`config.mk`:
```
export PLATFORM = sky130hd
export DESIGN_NAME = fifo_reader_flat
export DESIGN_NICKNAME = d
export VERILOG_FILES = /design/src/rtl/fifo_pkg.sv /design/src/rtl/fifo_reader_if.sv /design/src/rtl/fifo_skid2.sv /design/src/rtl/fifo_reader.sv /design/src/flat_wrapper.sv
export SDC_FILE = /design/constraint.sdc
export NUM_CORES = 1
export LEC_CHECK = 0
export ABC_AREA = 1
export BUFFER_PORTS_ARGS = -buffer_cell sky130_fd_sc_hd__buf_2
export CAP_MARGIN = 10
export CORE_MARGIN = 2
export CORE_UTILIZATION = 50
export DETAILED_ROUTE_END_ITERATION = 6
export PLACE_DENSITY = 0.76
export SYNTH_ARGS = -nofsm -noshare
export SYNTH_HDL_FRONTEND = slang
export SYNTH_SLANG_ARGS = --single-unit
```
`constraint.sdc`:
```
create_clock -name rclk -period 2.35 [get_ports rclk]
set_clock_uncertainty 0.1 [all_clocks]
set_input_delay 0.47 -clock rclk [delete_from_list [all_inputs] [get_ports rclk]]
set_output_delay 0.47 -clock rclk [all_outputs]
set_load 0.02 [all_outputs]
```
`src/rtl/fifo_pkg.sv`:
```
// fifo_pkg
//   Shared definitions for the FIFO burst reader: default data/address
//   widths and the reader state encoding.
package fifo_pkg;

  localparam int FIFO_DSIZE = 8;  // default data word width
  localparam int FIFO_ASIZE = 4;  // default FIFO address width

  typedef enum logic [1:0] {
    IDLE = 2'd0,
    READ = 2'd1,
    DONE = 2'd2
  } fifo_state_e;

endpackage

```
`src/rtl/fifo_reader_if.sv`:
```
// fifo_reader_if
//   Bundles the reader's control, FIFO read side and output stream.
//   Ports (slave = reader view):
//     start, len               burst request and length
//     fifo_rdata, fifo_rempty  show-ahead FIFO head and empty flag
//     fifo_rinc                FIFO pop strobe
//     out_data, out_valid      delivered word stream
//     out_ready                sink acceptance
//     busy, done               burst status
//     count, xor_sum           statistics of the current/last burst
interface fifo_reader_if
  import fifo_pkg::*;
#(
  parameter int DSIZE = FIFO_DSIZE,
  parameter int ASIZE = FIFO_ASIZE
);

  logic             start;
  logic [ASIZE:0]   len;
  logic [DSIZE-1:0] fifo_rdata;
  logic             fifo_rempty;
  logic             fifo_rinc;
  logic [DSIZE-1:0] out_data;
  logic             out_valid;
  logic             out_ready;
  logic             busy;
  logic             done;
  logic [ASIZE:0]   count;
  logic [DSIZE-1:0] xor_sum;

  modport slave (
    input  start, len, fifo_rdata, fifo_rempty, out_ready,
    output fifo_rinc, out_data, out_valid, busy, done, count, xor_sum
  );

  modport master (
    output start, len, fifo_rdata, fifo_rempty, out_ready,
    input  fifo_rinc, out_data, out_valid, busy, done, count, xor_sum
  );

endinterface

```
`src/rtl/fifo_skid2.sv`:
```
// fifo_skid2
//   Two-entry in-order buffer between the FIFO pop and the output stream.
//   Ports:
//     clk, rst_n  clock and synchronous active-low reset
//     push        write push_data (ignored when full unless popping too)
//     push_data   word to store
//     pop         remove the oldest word (ignored when empty)
//     head        oldest stored word
//     cnt         number of stored words (0..2)
module fifo_skid2 #(
  parameter int DSIZE = 8
) (
  input  logic             clk,
  input  logic             rst_n,
  input  logic             push,
  input  logic [DSIZE-1:0] push_data,
  input  logic             pop,
  output logic [DSIZE-1:0] head,
  output logic [1:0]       cnt
);

  logic [DSIZE-1:0] ent0;
  logic [DSIZE-1:0] ent1;
  logic [1:0]       cnt_q;
  logic             pop_ok;
  logic             push_ok;

  assign pop_ok  = pop && (cnt_q != 2'd0);
  assign push_ok = push && ((cnt_q != 2'd2) || pop_ok);

  always_ff @(posedge clk) begin
    if (!rst_n) begin
      ent0  <= '0;
      ent1  <= '0;
      cnt_q <= 2'd0;
    end else begin
      case ({push_ok, pop_ok})
        2'b10: begin
          if (cnt_q == 2'd0) ent0 <= push_data;
          else               ent1 <= push_data;
          cnt_q <= cnt_q + 2'd1;
        end
        2'b01: begin
          ent0  <= ent1;
          cnt_q <= cnt_q - 2'd1;
        end
        2'b11: begin
          // Simultaneous push/pop keeps the occupancy; the new word lands
          // behind whatever remains after the pop.
          if (cnt_q == 2'd1) begin
            ent0 <= push_data;
          end else begin
            ent0 <= ent1;
            ent1 <= push_data;
          end
        end
        default: ;
      endcase
    end
  end

  assign head = ent0;
  assign cnt  = cnt_q;

endmodule

```
`src/rtl/fifo_reader.sv`:
```
// fifo_reader
//   Reads a burst of len words from a show-ahead FIFO and streams them out
//   with a valid/ready handshake, keeping a word count and running XOR.
//   Ports:
//     rclk    clock
//     rrst_n  synchronous active-low reset
//     bus     fifo_reader_if slave: start/len request, FIFO read side,
//             out_data/out_valid/out_ready stream, busy/done/count/xor_sum
//
//   state | meaning
//   IDLE  | waiting for start
//   READ  | popping FIFO and delivering words
//   DONE  | one-cycle done pulse, then back to IDLE
module fifo_reader
  import fifo_pkg::*;
#(
  parameter int DSIZE = FIFO_DSIZE,
  parameter int ASIZE = FIFO_ASIZE
) (
  input  logic      rclk,
  input  logic      rrst_n,
  fifo_reader_if.slave bus
);

  fifo_state_e      state;
  logic [ASIZE:0]   remaining;
  logic [ASIZE:0]   count_q;
  logic [DSIZE-1:0] xor_q;
  logic [1:0]       buf_cnt;
  logic [DSIZE-1:0] head;
  logic             push;
  logic             pop;

  // Reset gates the pop strobe so a mid-burst reset never removes a word.
  assign push = rrst_n && (state == READ) && !bus.fifo_rempty &&
                (remaining != '0) && (buf_cnt < 2'd2);
  assign pop  = (buf_cnt != 2'd0) && bus.out_ready;

  fifo_skid2 #(.DSIZE(DSIZE)) u_skid (
    .clk       (rclk),
    .rst_n     (rrst_n),
    .push      (push),
    .push_data (bus.fifo_rdata),
    .pop       (pop),
    .head      (head),
    .cnt       (buf_cnt)
  );

  always_ff @(posedge rclk) begin
    if (!rrst_n) begin
      state     <= IDLE;
      remaining <= '0;
      count_q   <= '0;
      xor_q     <= '0;
    end else begin
      if (pop) begin
        count_q <= count_q + 1'b1;
        xor_q   <= xor_q ^ head;
      end
      case (state)
        IDLE: begin
          if (bus.start) begin
            count_q <= '0;
            xor_q   <= '0;
            if (bus.len != '0) begin
              remaining <= bus.len;
              state     <= READ;
            end else begin
              state <= DONE;
            end
          end
        end
        READ: begin
          if (push) remaining <= remaining - 1'b1;
          if ((remaining == '0) && (buf_cnt == 2'd0)) state <= DONE;
        end
        DONE:    state <= IDLE;
        default: state <= IDLE;
      endcase
    end
  end

  assign bus.fifo_rinc = push;
  assign bus.out_valid = (buf_cnt != 2'd0);
  assign bus.out_data  = head;
  assign bus.busy      = (state == READ) || (state == DONE);
  assign bus.done      = (state == DONE);
  assign bus.count     = count_q;
  assign bus.xor_sum   = xor_q;

endmodule

```
`src/flat_wrapper.sv`:
```
// flat-port wrapper written by rule: the top's interface ports become plain ports
module fifo_reader_flat import fifo_pkg::*;
#(
  parameter int DSIZE = FIFO_DSIZE,
  parameter int ASIZE = FIFO_ASIZE
)
  (rclk, rrst_n, bus_start, bus_len, bus_fifo_rdata, bus_fifo_rempty, bus_out_ready, bus_fifo_rinc, bus_out_data, bus_out_valid, bus_busy, bus_done, bus_count, bus_xor_sum);
  fifo_reader_if #(.DSIZE(DSIZE), .ASIZE(ASIZE)) bus_i ();
  input  logic rclk;
  input  logic rrst_n;
  input wire logic [$bits(bus_i.start)-1:0] bus_start;
  input wire logic [$bits(bus_i.len)-1:0] bus_len;
  input wire logic [$bits(bus_i.fifo_rdata)-1:0] bus_fifo_rdata;
  input wire logic [$bits(bus_i.fifo_rempty)-1:0] bus_fifo_rempty;
  input wire logic [$bits(bus_i.out_ready)-1:0] bus_out_ready;
  output wire logic [$bits(bus_i.fifo_rinc)-1:0] bus_fifo_rinc;
  output wire logic [$bits(bus_i.out_data)-1:0] bus_out_data;
  output wire logic [$bits(bus_i.out_valid)-1:0] bus_out_valid;
  output wire logic [$bits(bus_i.busy)-1:0] bus_busy;
  output wire logic [$bits(bus_i.done)-1:0] bus_done;
  output wire logic [$bits(bus_i.count)-1:0] bus_count;
  output wire logic [$bits(bus_i.xor_sum)-1:0] bus_xor_sum;
  assign bus_i.start = bus_start;
  assign bus_i.len = bus_len;
  assign bus_i.fifo_rdata = bus_fifo_rdata;
  assign bus_i.fifo_rempty = bus_fifo_rempty;
  assign bus_i.out_ready = bus_out_ready;
  assign bus_fifo_rinc = bus_i.fifo_rinc;
  assign bus_out_data = bus_i.out_data;
  assign bus_out_valid = bus_i.out_valid;
  assign bus_busy = bus_i.busy;
  assign bus_done = bus_i.done;
  assign bus_count = bus_i.count;
  assign bus_xor_sum = bus_i.xor_sum;
  fifo_reader #(.DSIZE(DSIZE), .ASIZE(ASIZE)) u_core (.rclk(rclk), .rrst_n(rrst_n), .bus(bus_i));
endmodule
```
==> impl_metrics.env <==
export IMPL_outcome="completed"
export IMPL_vias=2142
export IMPL_ant_nets=0
export IMPL_drive_gt1_frac=0.178
export IMPL_p_clk_frac=0.259
export IMPL_cpMostUsedCell="nand2_1"
export IMPL_hold_violations=0
export IMPL_yosys_area_top_type_share=0.342
export IMPL_synthCells=346
export IMPL_path_max_fanout=7
export IMPL_die_h_um=70.7
export IMPL_tritoncts="done"
export IMPL_synthArstFlopShare=0
export IMPL_irDropWorstVdd_uv=334
export IMPL_seq_power_share=0.361
export IMPL_holdCritPathClass="flop to flop"
export IMPL_cts_setup_buffers=0
export IMPL_max_stage_delay_ns=0.32
export IMPL_start_kind="flop"
export IMPL_power_density_mw_per_mm2=829
export IMPL_die_area_mm2=0.00500
export IMPL_critPathCaptureType="output port"
export IMPL_setup_tns_ns=0
export IMPL_cp_arrival_ns=1.56
export IMPL_synth_area_leaders="dfxtp_1, nand2_1, nor2_1, nand3_1, inv_1"
export IMPL_io_buffer_count=42
export IMPL_nets=413
export IMPL_ios=43
export IMPL_cts_num_sinks=38
export IMPL_area_growth_pct=16.0
export IMPL_timing_hold_ws_ns=0.393
export IMPL_max_clock_freq_ghz=0.469
export IMPL_syn_num_nets=372
export IMPL_synth_edf_count=0
export IMPL_place_congestion=0.823
export IMPL_crit_family="simple AND/OR/NAND/NOR gates"
export IMPL_worst_pin_slew_ns=0.444
export IMPL_avgSynthCellArea_um2=6.43
export IMPL_crit_chain="inv_1 > ha_2 > nand2_1 > nor2_4 > nand2_1 > inv_2 > buf_2"
export IMPL_clk_pin_slew_ns=0.08
export IMPL_p_leak_uw=0.00130
export IMPL_yosysMostFrequentCell="nand2_1"
export IMPL_core_rowCount=24
export IMPL_syn_area_mm2=0.00222
export IMPL_pwr_share_comb=0.380
export IMPL_synth_top_cell_by_area="dfxtp_1"
export IMPL_synth_seq_cells=38
export IMPL_grt_antenna_before_repair=0
export IMPL_intPower_uw=1310
export IMPL_synth_distinct_cells=25
export IMPL_netSwitchingFraction=0.386
export IMPL_synthTopCellsByCount="nand2_1, nor2_1, nand3_1, dfxtp_1, inv_1"
export IMPL_worstPathRequired_ns=1.78
export IMPL_grt_usage=0.201
export IMPL_min_period_over_period=0.907
export IMPL_period_needed_ns=2.13
export IMPL_grt_pass1_vias=1897
export IMPL_grt_pass1_wl_um=8220
export IMPL_fp_dieW_um=70.7
export IMPL_worstSetupPathType="flop to output port"
export IMPL_slew_headroom=0.704
export IMPL_synth_seq_area_share=0.342
export IMPL_finalMaxSlewViolations=0
export IMPL_drt_wl_total_um=4700
export IMPL_crit_buf_inv=3
export IMPL_drcViolationCount=0
export IMPL_setup_viol=0
export IMPL_via_per_inst=4.87
export IMPL_cp_slowest_cell="dfxtp_1"
export IMPL_hpwl_um=3410
export IMPL_p_switching_uw=826
export IMPL_numCtsBuffers=5
export IMPL_yosys_warnings=0
export IMPL_drtIter0Drc=126
export IMPL_detail_route_wl_per_cell_um=10.7
export IMPL_htreeDepth=2
export IMPL_grt_max_degree=27
export IMPL_total_power_uw=2140
export IMPL_synthFlopType="dfxtp_1"
export IMPL_cts_buffer_depth=2
export IMPL_cts_root_buffer="clkbuf_8"
export IMPL_start_util=0.514
export IMPL_insertedDiodeCount=0
export IMPL_grt_overflow=0
export IMPL_core_mm2=0.00432
export IMPL_first_pass_iters=4
export IMPL_insertion_delay_ns=0.29
export IMPL_rsz0062_at_grt="false"
export IMPL_cap_violations=0
## area by class of cell
type,instances,area [um^2]
Sequential cell,38,761
Inverter,38,143
Timing Repair Buffer,48,255
Clock buffer,5,68.8
Clock inverter,3,40.0
Multi-Input combinational cell,256,1250
Tap cell,52,65.1
Fill cell,439,1740
## worst register-to-register path, cell delays in order (launching register included)
cell and delay, ns:
dfxtp_1 0.37, inv_1 0.08, ha_1 0.26, inv_2 0.11
nand2_2 0.18, nand2_1 0.13, nand3_1 0.19, nor2_4 0.34
nand3_1 0.12, nand2_1 0.09, nor2_1 0.04
## power by group through the flow
stage	Clock [uW]	Combinational [uW]	Sequential, uW
finish	554	814	772
global route	584	924	785
CTS	557	809	773
global placement	0	793	787
detailed placement	0	805	787
floorplan	0	561	836
## cell usage in the layout (no fill, tap or decap), types with 3 or more instances in the layout
master and n:
a21oi_1 9, buf_2 42, buf_4 6, clkbuf_8 5
dfxtp_1 38, ha_1 7, inv_1 35, inv_2 3
nand2_1 90, nand3_1 43, nand4_1 9, nor2_1 67
nor2_4 3, o21ai_0 6, xnor2_1 8
## logic make-up (layout without fill, tap and decap cells)
group           Yosys count  after routing  synth area share
simple gates            220            220             0.427
xor+xnor                 10             10            0.0394
compound gates           18             18            0.0445
flops                    38             38             0.342
fa+ha+maj                 8              8            0.0450
buf+inv                  52             94             0.102
## through the flow
stage | area [um^2] | setup WS, ns | utilization | cells
floorplan | 2220 | 0.487 | - | 346
global placement | 2460 | 0.296 | 0.569 | 432
detailed placement | 2460 | 0.219 | 0.569 | 432
CTS | 2570 | 0.122 | 0.594 | 440
global route | 2580 | 0.0611 | 0.597 | 440
finish | 2580 | 0.219 | 0.597 | 440
## layer usage
| metal | vias to the layer above | global-route usage | part of all wire |
|---|---|---|---|
| li1 | 1163 | - | - |
| met3 | 6 | 0.0484 | 0.047 |
| met5 | - | 0 | 0 |
| met1 | 932 | 0.261 | 0.49 |
| met4 | 0 | 0.0629 | 0.012 |
| met2 | 41 | 0.330 | 0.45 |
## timing repair
item                                    4_1_cts  5_1_grt
gates resized for setup                       0        2
hold buffers                                  0        0
endpoints found under the setup margin        0        2
## state kept, by name, indices dropped and copies added, names as in the netlist
name	count
u_core.u_skid.cnt	2
u_core.u_skid.head	8
u_core.state	2
u_core.bus.xor_sum	8
u_core.u_skid.ent1	8
u_core.remaining	5
u_core.bus.count	5
## path summary, 6_finish.rpt
path,start,endpoint,slack (ns),depth (start not counted)
worst max-delay path,u_core.state[1],bus_fifo_rinc,0.22,7
worst max register to register,u_core.u_skid.cnt[0],u_core.u_skid.ent1[0],0.24,10
worst min register to register,u_core.remaining[1],u_core.remaining[1],0.39,2
worst min-delay path,u_core.remaining[1],u_core.remaining[1],0.39,2
Note: power is estimated with default switching activity, not from simulation.
